## src/rtl/stopwatch_bcd.sv

```systemverilog
// ---------------------------------------------------------------------------
// stopwatch_bcd
//   MM:SS stopwatch. It produces four BCD digits that feed the 7-segment
//   decoders directly. The control inputs are single-cycle pulses from the
//   debounced board buttons.
//
// Parameters
//   TICK_DIV    clk cycles per one-second count increment (>= 2)
//
// Ports
//   clk         system clock, rising-edge active
//   rst_n       asynchronous active-low reset
//   start_stop  pulse: IDLE->RUN, RUN->PAUSE, PAUSE->RUN
//   clear       pulse: back to 00:00 / IDLE; overrides start_stop and lap
//   lap         pulse: toggles the display freeze (ignored in IDLE)
//   digit0      seconds units (0-9)
//   digit1      seconds tens  (0-5)
//   digit2      minutes units (0-9)
//   digit3      minutes tens  (0-5)
//   running     registered, 1 while in RUN
//   lap_active  1 while the display shows the frozen lap register
//   wrap        1-cycle pulse after the 59:59 -> 00:00 rollover
// ---------------------------------------------------------------------------
module stopwatch_bcd #(
  parameter int TICK_DIV = 50_000_000
) (
  input  logic       clk,
  input  logic       rst_n,
  input  logic       start_stop,
  input  logic       clear,
  input  logic       lap,
  output logic [3:0] digit0,
  output logic [3:0] digit1,
  output logic [3:0] digit2,
  output logic [3:0] digit3,
  output logic       running,
  output logic       lap_active,
  output logic       wrap
);

  localparam int PW = $clog2(TICK_DIV);
  localparam logic [PW-1:0] PRESC_MAX = PW'(TICK_DIV - 1);

  typedef enum logic [1:0] {
    IDLE  = 2'd0,
    RUN   = 2'd1,
    PAUSE = 2'd2
  } state_t;

  state_t        state;
  logic [PW-1:0] presc;
  logic [3:0]    cnt0, cnt1, cnt2, cnt3;
  logic [3:0]    lap0, lap1, lap2, lap3;

  // The tick is decided from the pre-edge state. A stop pulse on the tick
  // edge therefore still lets that second count.
  logic tick;
  assign tick = (state == RUN) && (presc == PRESC_MAX);

  always_ff @(posedge clk or negedge rst_n) begin
    if (!rst_n) begin
      state      <= IDLE;
      running    <= 1'b0;
      presc      <= '0;
      cnt0       <= 4'd0;
      cnt1       <= 4'd0;
      cnt2       <= 4'd0;
      cnt3       <= 4'd0;
      lap0       <= 4'd0;
      lap1       <= 4'd0;
      lap2       <= 4'd0;
      lap3       <= 4'd0;
      lap_active <= 1'b0;
      wrap       <= 1'b0;
    end else begin
      wrap <= 1'b0;
      if (clear) begin
        state      <= IDLE;
        running    <= 1'b0;
        presc      <= '0;
        cnt0       <= 4'd0;
        cnt1       <= 4'd0;
        cnt2       <= 4'd0;
        cnt3       <= 4'd0;
        lap_active <= 1'b0;
      end else begin
        // Run/pause control
        if (start_stop) begin
          case (state)
            IDLE:    begin state <= RUN;   running <= 1'b1; end
            RUN:     begin state <= PAUSE; running <= 1'b0; end
            PAUSE:   begin state <= RUN;   running <= 1'b1; end
            default: begin state <= IDLE;  running <= 1'b0; end
          endcase
        end

        // Prescaler and BCD carry chain. In PAUSE the prescaler holds its
        // value, so a resume finishes the partial second.
        if (state == RUN) begin
          if (tick) begin
            presc <= '0;
            if (cnt0 == 4'd9) begin
              cnt0 <= 4'd0;
              if (cnt1 == 4'd5) begin
                cnt1 <= 4'd0;
                if (cnt2 == 4'd9) begin
                  cnt2 <= 4'd0;
                  if (cnt3 == 4'd5) begin
                    cnt3 <= 4'd0;
                    wrap <= 1'b1;
                  end else begin
                    cnt3 <= cnt3 + 4'd1;
                  end
                end else begin
                  cnt2 <= cnt2 + 4'd1;
                end
              end else begin
                cnt1 <= cnt1 + 4'd1;
              end
            end else begin
              cnt0 <= cnt0 + 4'd1;
            end
          end else begin
            presc <= presc + 1'b1;
          end
        end

        // Lap freeze. The capture uses the pre-edge live count, so a tick
        // that lands on the same edge is not included in the frozen value.
        if (lap && (state != IDLE)) begin
          if (lap_active) begin
            lap_active <= 1'b0;
          end else begin
            lap0       <= cnt0;
            lap1       <= cnt1;
            lap2       <= cnt2;
            lap3       <= cnt3;
            lap_active <= 1'b1;
          end
        end
      end
    end
  end

  assign digit0 = lap_active ? lap0 : cnt0;
  assign digit1 = lap_active ? lap1 : cnt1;
  assign digit2 = lap_active ? lap2 : cnt2;
  assign digit3 = lap_active ? lap3 : cnt3;

endmodule

```

## config.mk

```make
export PLATFORM = sky130hd
export DESIGN_NAME = stopwatch_bcd
export DESIGN_NICKNAME = d
export VERILOG_FILES = /design/src/rtl/stopwatch_bcd.sv
export SDC_FILE = /design/constraint.sdc
export NUM_CORES = 1
export LEC_CHECK = 0
export BUFFER_PORTS_ARGS = -buffer_cell sky130_fd_sc_hd__clkbuf_2
export CAP_MARGIN = 10
export CORE_UTILIZATION = 45
export DETAILED_ROUTE_END_ITERATION = 7
export GPL_TIMING_DRIVEN = 0
export PLACE_DENSITY_LB_ADDON = 0.08
export SLEW_MARGIN = 5
export SYNTH_ARGS = -nofsm -noshare
export SYNTH_HDL_FRONTEND = slang
export SYNTH_SLANG_ARGS = --single-unit
```

## constraint.sdc

```tcl
create_clock -name clk -period 3.1 [get_ports clk]
set_input_delay 0.31 -clock clk [delete_from_list [all_inputs] [get_ports clk]]
set_output_delay 0.31 -clock clk [all_outputs]
set_load 0.02 [all_outputs]
```

* Word-level counts from Yosys, hierarchy flattened
Cells that the tools add are included.
** Cells by class
- Reductions and logical operators :: 17
- Add/sub/neg operators :: 5
- Muxes and demuxes :: 45
- Equal/unequal tests :: 7
- Bitwise logic cells :: 1
** Operators by type and width (number)
- 2-to-1 mux 4 bit :: 26
- 2-to-1 mux 26 bit :: 3
- adder 26 x 1 -> 26 bit, second input constant :: 1
- == test 26 bit, second input constant :: 1
- adder 4 x 1 -> 4 bit, second input constant :: 4
- nonzero test 2 bit :: 8
- 2-to-1 mux 1 bit :: 13
- == test 4 x 3 -> 1 bit, second input constant :: 2
- == test 4 bit, second input constant :: 2
- AND reduction 5 bit :: 1
- 2-to-1 mux 2 bit :: 2
- one-hot mux 2 bit (2 select lines) :: 1
- AND reduction 2 bit :: 2
- AND reduction 4 bit :: 1
- AND reduction 3 bit :: 1
- == test 2 x 1 -> 1 bit, second input constant :: 1
- == test 2 bit, second input constant :: 1
- logical AND 1 bit :: 2
- zero test 2 bit :: 1
- OR reduction 2 bit :: 1
- NOT 1 bit :: 1
** Word-level totals
- Output and inout bits :: 19
- Register bits :: 63
- Logic and storage cells :: 88
- Input bits :: 5

* Logic depth before layout (Yosys ltp)
Gate-level depths: netlist of the first run.
- Word-level depth :: 8
- Gate-level depth with buffers :: 9
- Depth with buffers taken out :: 7

* Worst setup path before layout of the first run
OpenSTA, ideal clock, no wires.
- Kind :: flip-flop to flip-flop
- Start :: register presc[16]
- End :: register cnt3[0]
- Path slack :: 0.674 ns
- Clock period less this slack :: 2.426 ns
- Setup time :: 0.078 ns
- Arrival :: 2.347 ns
- Stages on the path, launching flop included :: 7
- Cells stage by stage :: dfrtp_1 or4b_4 nor4_4 nand3_4 buf_6 or4_1 a21oi_1
** Between the ends
- Longest elaborated chain between the ends :: 4
** RTL lines
- start: declaration :: line 51 : logic [PW-1:0] presc;
- start signal: assignment :: line 124 : presc <= presc + 1'b1;
- == test 26 bit :: line 58 : assign tick = (state == RUN) && (presc == PRESC_MAX);
- logical AND 1 bit :: line 58
- nonzero test 2 bit (no source line)
- AND reduction 5 bit (no source line)
- end signal: assignment :: line 112 : cnt3 <= cnt3 + 4'd1;
- end: declaration :: line 52 : logic [3:0] cnt0, cnt1, cnt2, cnt3;
No other way between the ends.
A chain may end at the register's enable or synchronous reset.

* Final worst setup path of the first run
- Start :: register presc[16]
- End :: register presc[2]
** Between the ends
- Longest elaborated chain between the ends :: 5
** RTL lines
- == test 26 bit :: line 58
- logical AND 1 bit :: line 58
- 2-to-1 mux 26 bit :: line 100 : if (tick) begin
- 2-to-1 mux 26 bit :: line 99 : if (state == RUN) begin
- 2-to-1 mux 26 bit :: line 77 : if (clear) begin
No other way between the ends. The select of a mux whose other input is x is not followed.

==> metrics.txt, run 1 <==
vias per std cell=5.43; Max-Cap Viols=0; final-report hold violation count=0; Post-CTS Repair Setup Buffers=0; cts repair resizes=0; initial antenna violation count=0; minimum clock period=2.81 ns; worst reg-to-reg setup slack=0.29 ns; fin crit share=90.7%; Area Growth Syn to Fin=14.6%; clock root buffer=clkbuf_8; Max Root-Sink Buffers=2; Worst setup EP type=flop; Hold WC Path Type=in2reg; Total Die Area=7760 um2; Distinct cells, synth=43; RSZ-0062 raised after global routing=no; total gr overflow=0; sink count of the clock tree=62; sequential share of the synthesized area=46.5%; DRC viols=0; gr usage total=20.4%; CP max FO=10; drt initial violations=96; ant diodes=0; Slew Viols, Final=0; # rows=31; Worst-Margin Slew=0.739 ns; CTS tree=done; Ys Warns=0; layout cells sized above 1=19.9%; cells after synthesis=330; worst hold stages=3; Final setup viols=0; IO Port Bufs=23; crit start category=flop; outcome=complete, no violations; syn avg cell area=10.1 um2; Detail Route Antenna Nets=0; Synth Register Bits=62; mapped cell area=3340 um2; Arr. time, crit path=3.01 ns; largest net degree at the start of global routing=37; clk slew on worst S/H paths=0.07 ns; CTS buffer count=9; H-tree depth=3; final instance area=3820 um2; Die Ht=88.1 um; PD cells=447 nW/um2; VDD IR max=0.279 mV; Post-Syn Nets=344; IO Pins=24; Avg WL per Cell=15.5 um; Placement Cell Area=3600 um2; Die W=88.1 um; worst setup path class=reg2reg; vias in the first global route=2431; r2r worst-path depth=6; Core ar.=7210 um2; P_leak=1.65 nW; DRT Pass-1 Iters=4; Hold Worst Slack=0.262 ns; Final Net Count=380; Worst-Skew Late Latency=0.34 ns; Fmax=0.356 GHz; slew margin rel.=50.3%; Routability Congestion=0.806; via count=2554; initial core utilization=46.3%; first-pass GRT wire length=11900 um; Final Skew=0.00891 ns; Post-Route WL=7270 um; CP required=3.30 ns; Setup TNS=0 ns; CTS hold repair buffers=1; dpl hpwl=5240 um
-- cell usage after synthesis, drive strengths merged --
cell | n | area share (%)
a211oi | 1 | 0.23
a21oi | 27 | 4.0
a22oi | 4 | 0.90
a31oi | 1 | 0.19
and2 | 2 | 0.37
and3 | 6 | 1.1
and3b | 2 | 0.53
and4 | 1 | 0.26
buf | 3 | 0.60
clkbuf | 10 | 1.1
dfrtp | 62 | 46
ha | 9 | 3.4
inv | 7 | 0.79
mux2 | 28 | 9.4
mux2i | 1 | 0.30
nand2 | 24 | 2.7
nand2b | 2 | 0.37
nand3 | 16 | 2.8
nand3b | 1 | 0.23
nand4 | 8 | 1.5
nand4b | 4 | 1.0
nor2 | 30 | 3.4
nor2b | 3 | 0.56
nor3 | 4 | 0.60
nor4 | 5 | 1.8
nor4b | 1 | 0.26
o2111ai | 2 | 0.53
o211ai | 1 | 0.23
o21a | 1 | 0.23
o21ai | 20 | 3.0
o31ai | 3 | 0.67
or3 | 8 | 1.5
or3b | 2 | 0.53
or4 | 7 | 1.6
or4b | 5 | 1.7
xnor2 | 10 | 2.6
xor2 | 9 | 2.4
-- flip-flops by register name, indices dropped and copies added, names as in the netlist --
register    flops
lap0            4
lap1            4
wrap            1
cnt1            4
state           1
lap3            4
cnt0            4
cnt3            4
lap2            4
lap_active      1
cnt2            4
presc          26
running         1
-- routing by layer --
layer  track usage, %  wire, um  vias to the layer above
met4             9.24        64                        0
met3             3.49       163                        8
met5                0         0                        -
met1             27.1      3470                     1246
met2             32.8      3570                       35
li1                 -         -                     1265
-- worst max-delay path, cell delays in order, from the launching register on --
cell	delay, ns
dfrtp_1	0.44
or4b_4	0.57
nor4_4	0.62
nand2_1	0.32
nand2_1	0.17
clkbuf_1	0.45
nor2_1	0.11
-- cells by family (layout without fill, tap and decap cells) --
kind of cell,count (synthesis),in the layout,share of synthesized area [%]
adders and majority gates,9,9,3.37
AOI/OAI and AO/OA,60,60,10.0
muxes,29,29,9.75
xor gates and xnor gates,19,19,4.99
DFF,62,62,46.5
and+or+nand+nor,131,131,22.9
buffers and inverters,20,61,2.51
-- per-stage QoR --
stage          total power [W]  util [%]  cells  setup WS [ns]
2_1_floorplan         0.000889         -    330          0.674
3_3_place_gp          0.000931      49.6    452          0.303
3_5_place_dp          0.000935      49.9    453          0.287
4_1_cts                0.00173      53.0    470          0.276
5_1_grt                0.00178      53.0    470         0.0657
6_report               0.00171      53.0    470          0.288
-- report_power, final --
group / total [W] / leakage, nW / internal (W) / switching (W)
Clock: 0.000791 / 0.110 / 0.000473 / 0.000318
Combinational: 0.0000945 / 0.675 / 0.0000285 / 0.0000660
Sequential: 0.000824 / 0.864 / 0.000816 / 0.00000755
-- layout by cell type (no fill, tap or decap), types with 8 or more instances in the layout --
| master | count |
|---|---|
| dfrtp_1 | 62 |
| nor2_1 | 30 |
| mux2_2 | 28 |
| a21oi_1 | 27 |
| nand2_1 | 24 |
| clkbuf_2 | 22 |
| o21ai_0 | 20 |
| nand3_1 | 15 |
| clkbuf_1 | 12 |
| xnor2_1 | 10 |
| clkbuf_8 | 10 |
| xor2_1 | 9 |
| ha_1 | 9 |
| nand4_1 | 8 |
| or3_1 | 8 |
-- cell type report --
type / instances / area, um2
Clock inverter: 4 / 70.1
Tap cell: 99 / 124
Timing Repair Buffer: 25 / 148
Clock buffer: 12 / 145
Multi-Input combinational cell: 248 / 1700
Buffer: 13 / 57.6
Inverter: 7 / 26.3
Fill cell: 696 / 3390
Sequential cell: 62 / 1550
-- worst paths after layout --
path | start | end
hold reg to reg | lap2[0]$_DFFE_PN0P_ | lap2[0]$_DFFE_PN0P_
setup reg to reg | presc[16]$_DFFE_PN0P_ | presc[2]$_DFFE_PN0P_
hold / removal | start_stop | running$_DFFE_PN0P_
min in group asynchronous | rst_n | lap2[1]$_DFFE_PN0P_
setup / recovery | presc[16]$_DFFE_PN0P_ | presc[2]$_DFFE_PN0P_
max in group asynchronous | rst_n | presc[24]$_DFFE_PN0P_
Note: power is estimated with default switching activity, not from simulation.
==> inputs of run 2 (changes only) <==
--- a/config.mk
+++ b/config.mk
@@ -5,10 +5,10 @@
 export SDC_FILE = /design/constraint.sdc
 export NUM_CORES = 1
 export LEC_CHECK = 0
-export BUFFER_PORTS_ARGS = -buffer_cell sky130_fd_sc_hd__clkbuf_2
 export CAP_MARGIN = 10
 export CORE_UTILIZATION = 45
 export DETAILED_ROUTE_END_ITERATION = 7
+export DONT_BUFFER_PORTS = 1
 export GPL_TIMING_DRIVEN = 0
 export PLACE_DENSITY_LB_ADDON = 0.08
 export SLEW_MARGIN = 5
==> metrics.txt, run 2 (synthesis gave the netlist of run 1 again) <==
final-report hold violation count=0 (unchanged); largest net degree at the start of global routing=63 (was 37); reg2reg start=presc[16]$_DFFE_PN0P_ (unchanged); CP Launch Point=presc[16]$_DFFE_PN0P_ (unchanged); gr usage total=20.1% (was 20.4%); IO Port Bufs=0 (was 23); Setup TNS=0 ns (unchanged); Fmax=0.357 GHz (was 0.356 GHz); Area Growth Syn to Fin=10.1% (was 14.6%); sequential cell area=1550 um2 (unchanged); worst setup margin=0.300 ns (was 0.288 ns); drt initial violations=130 (was 96); worst reg-to-reg setup slack=0.30 ns (was 0.29 ns); Total Die Area=7760 um2 (unchanged); crit start category=flop (unchanged); CP max FO=10 (unchanged); Core ar.=7210 um2 (unchanged); largest reg by FF count=presc (unchanged); dpl ws=0.306 ns (was 0.287 ns); fin crit share=90.3% (was 90.7%); Hold WC Path Type=in2reg (unchanged); most common cell after layout, fill and taps aside=dfrtp_1 (unchanged); VDD IR max=0.238 mV (was 0.279 mV); area of the multi-input gates=1700 um2 (unchanged); ant diodes=0 (unchanged); initial core utilization=46.3% (unchanged); CTS tree=done (unchanged); via count=2528 (was 2554); Post-Route WL=7220 um (was 7270 um); final cell count without fillers=447 (was 470); Fillers=711 (was 696); sink count of the clock tree=62 (unchanged); Slew Viols, Final=0 (unchanged); Arr. time, crit path=3.00 ns (was 3.01 ns); max reg flops=26 (unchanged); outcome=complete, no violations (unchanged); total gr overflow=0 (unchanged); first-pass GRT wire length=11700 um (was 11900 um); reg2reg end=presc[5]$_DFFE_PN0P_ (was presc[2]$_DFFE_PN0P_); dpl hpwl=4870 um (was 5240 um); PD cells=423 nW/um2 (was 447 nW/um2); Worst-Skew Late Latency=0.35 ns (was 0.34 ns); Die W=88.1 um (unchanged); Avg WL per Cell=16.1 um (was 15.5 um); Max-Cap Viols=0 (unchanged); Worst setup EP type=flop (unchanged); vias in the first global route=2379 (was 2431); clk slew on worst S/H paths=0.07 ns (about the same); Routability Congestion=0.806 (about the same); minimum clock period=2.80 ns (was 2.81 ns); last element of the critical path=presc[5]$_DFFE_PN0P_ (was presc[2]$_DFFE_PN0P_); Max Root-Sink Buffers=2 (unchanged); # rows=31 (unchanged); clock root buffer=clkbuf_8 (unchanged); Placed Instances=429 (was 453); Detail Route Antenna Nets=0 (unchanged); Post-CTS Repair Setup Buffers=0 (unchanged); worst setup path class=reg2reg (unchanged); DRT Pass-1 Iters=4 (unchanged); vias per std cell=5.66 (was 5.43); DRC viols=0 (unchanged); r2r worst-path depth=6 (unchanged); Die Ht=88.1 um (unchanged); most frequent cells in the layout=dfrtp_1 (62), nor2_1 (30), mux2_2 (28) (unchanged); Final Net Count=357 (was 380); initial antenna violation count=0 (unchanged); P_leak=1.52 nW (was 1.65 nW); Worst-Margin Slew=0.798 ns (was 0.739 ns); layout cells sized above 1=15.2% (was 19.9%); Final setup viols=0 (unchanged); CP required=3.30 ns (about the same); Final Skew=0.0156 ns (was 0.00891 ns); CTS buffer count=9 (unchanged); RSZ-0062 raised after global routing=no (unchanged); H-tree depth=3 (unchanged); IO Pins=24 (unchanged); slew margin rel.=46.3% (was 50.3%)
==> run 2: cell count changes in the layout (fill, tap and decap cells not counted), sizes merged <==
cell	before	now
clkinv	2	3
bufinv	2	0
clkbuf	45	20
clkinvlp	0	3
==> run 2: worst min path at each step <==
stage,start,to,slack [ns],depth (start not counted)
2_1_floorplan,rst_n,cnt0[0]$_DFFE_PN0P_,0.01,0
3_3_place_gp,rst_n,lap1[0]$_DFFE_PN0P_,0.02,0
3_5_place_dp,rst_n,lap1[0]$_DFFE_PN0P_,0.02,0
4_1_cts,start_stop,running$_DFFE_PN0P_,0.12,2
5_1_grt,start_stop,running$_DFFE_PN0P_,0.12,2
6_report,start_stop,running$_DFFE_PN0P_,0.12,2
==> run 2: critical path, stage by stage, from the launching register on <==
cell      delay, ns
dfrtp_1        0.43
or4b_4         0.56
nor4_4         0.61
nand2_1        0.32
nand2_1        0.17
clkbuf_1       0.46
nor2_1         0.11
==> run 2: power breakdown <==
group / leakage (nW) / switching (W) / internal (W)
Clock: 0.0841 / 0.000333 / 0.000307
Sequential: 0.864 / 0.0000112 / 0.000816
Combinational: 0.573 / 0.0000603 / 0.0000257
==> run 2: final cells by class <==
| cell class | count | share of cell area, % |
|---|---|---|
| clock buffer | 10 | 3.75 |
| buffer | 13 | 1.57 |
| multi-input combinational | 248 | 46.3 |
| timing repair buffer | 2 | 1.02 |
| tap | 99 | 3.37 |
| clock inverter | 6 | 1.02 |
| sequential | 62 | 42.2 |
| inverter | 7 | 0.715 |
==> run 2: timing repair <==
action                                  in CTS  in global routing
endpoints found under the setup margin       0                  0
resized for setup                            0                  0
endpoints found under the hold margin       62                  0
hold buffers                                 2                  0
==> run 2: per-layer routing <==
metal	part of all wire [%]	global-route usage (%)	wire length, um	vias to the layer above
li1	-	-	-	1228
met1	47	25.6	3370	1239
met2	48	33.3	3440	52
met3	4.1	4.81	297	9
met4	1.5	7.48	106	0
met5	0	0	0	-
==> run 2: per-stage QoR <==
step	area, um2	total power (W)	hold WS (ns)	util (%)
after floorplan	3340	0.000889	0.0144	-
after global placement	3460	0.000908	0.0157	48.0
after detailed placement	3460	0.000909	0.0163	48.0
after CTS	3670	0.00158	0.116	50.9
after global routing	3670	0.00162	0.122	50.9
final	3670	0.00155	0.124	50.9
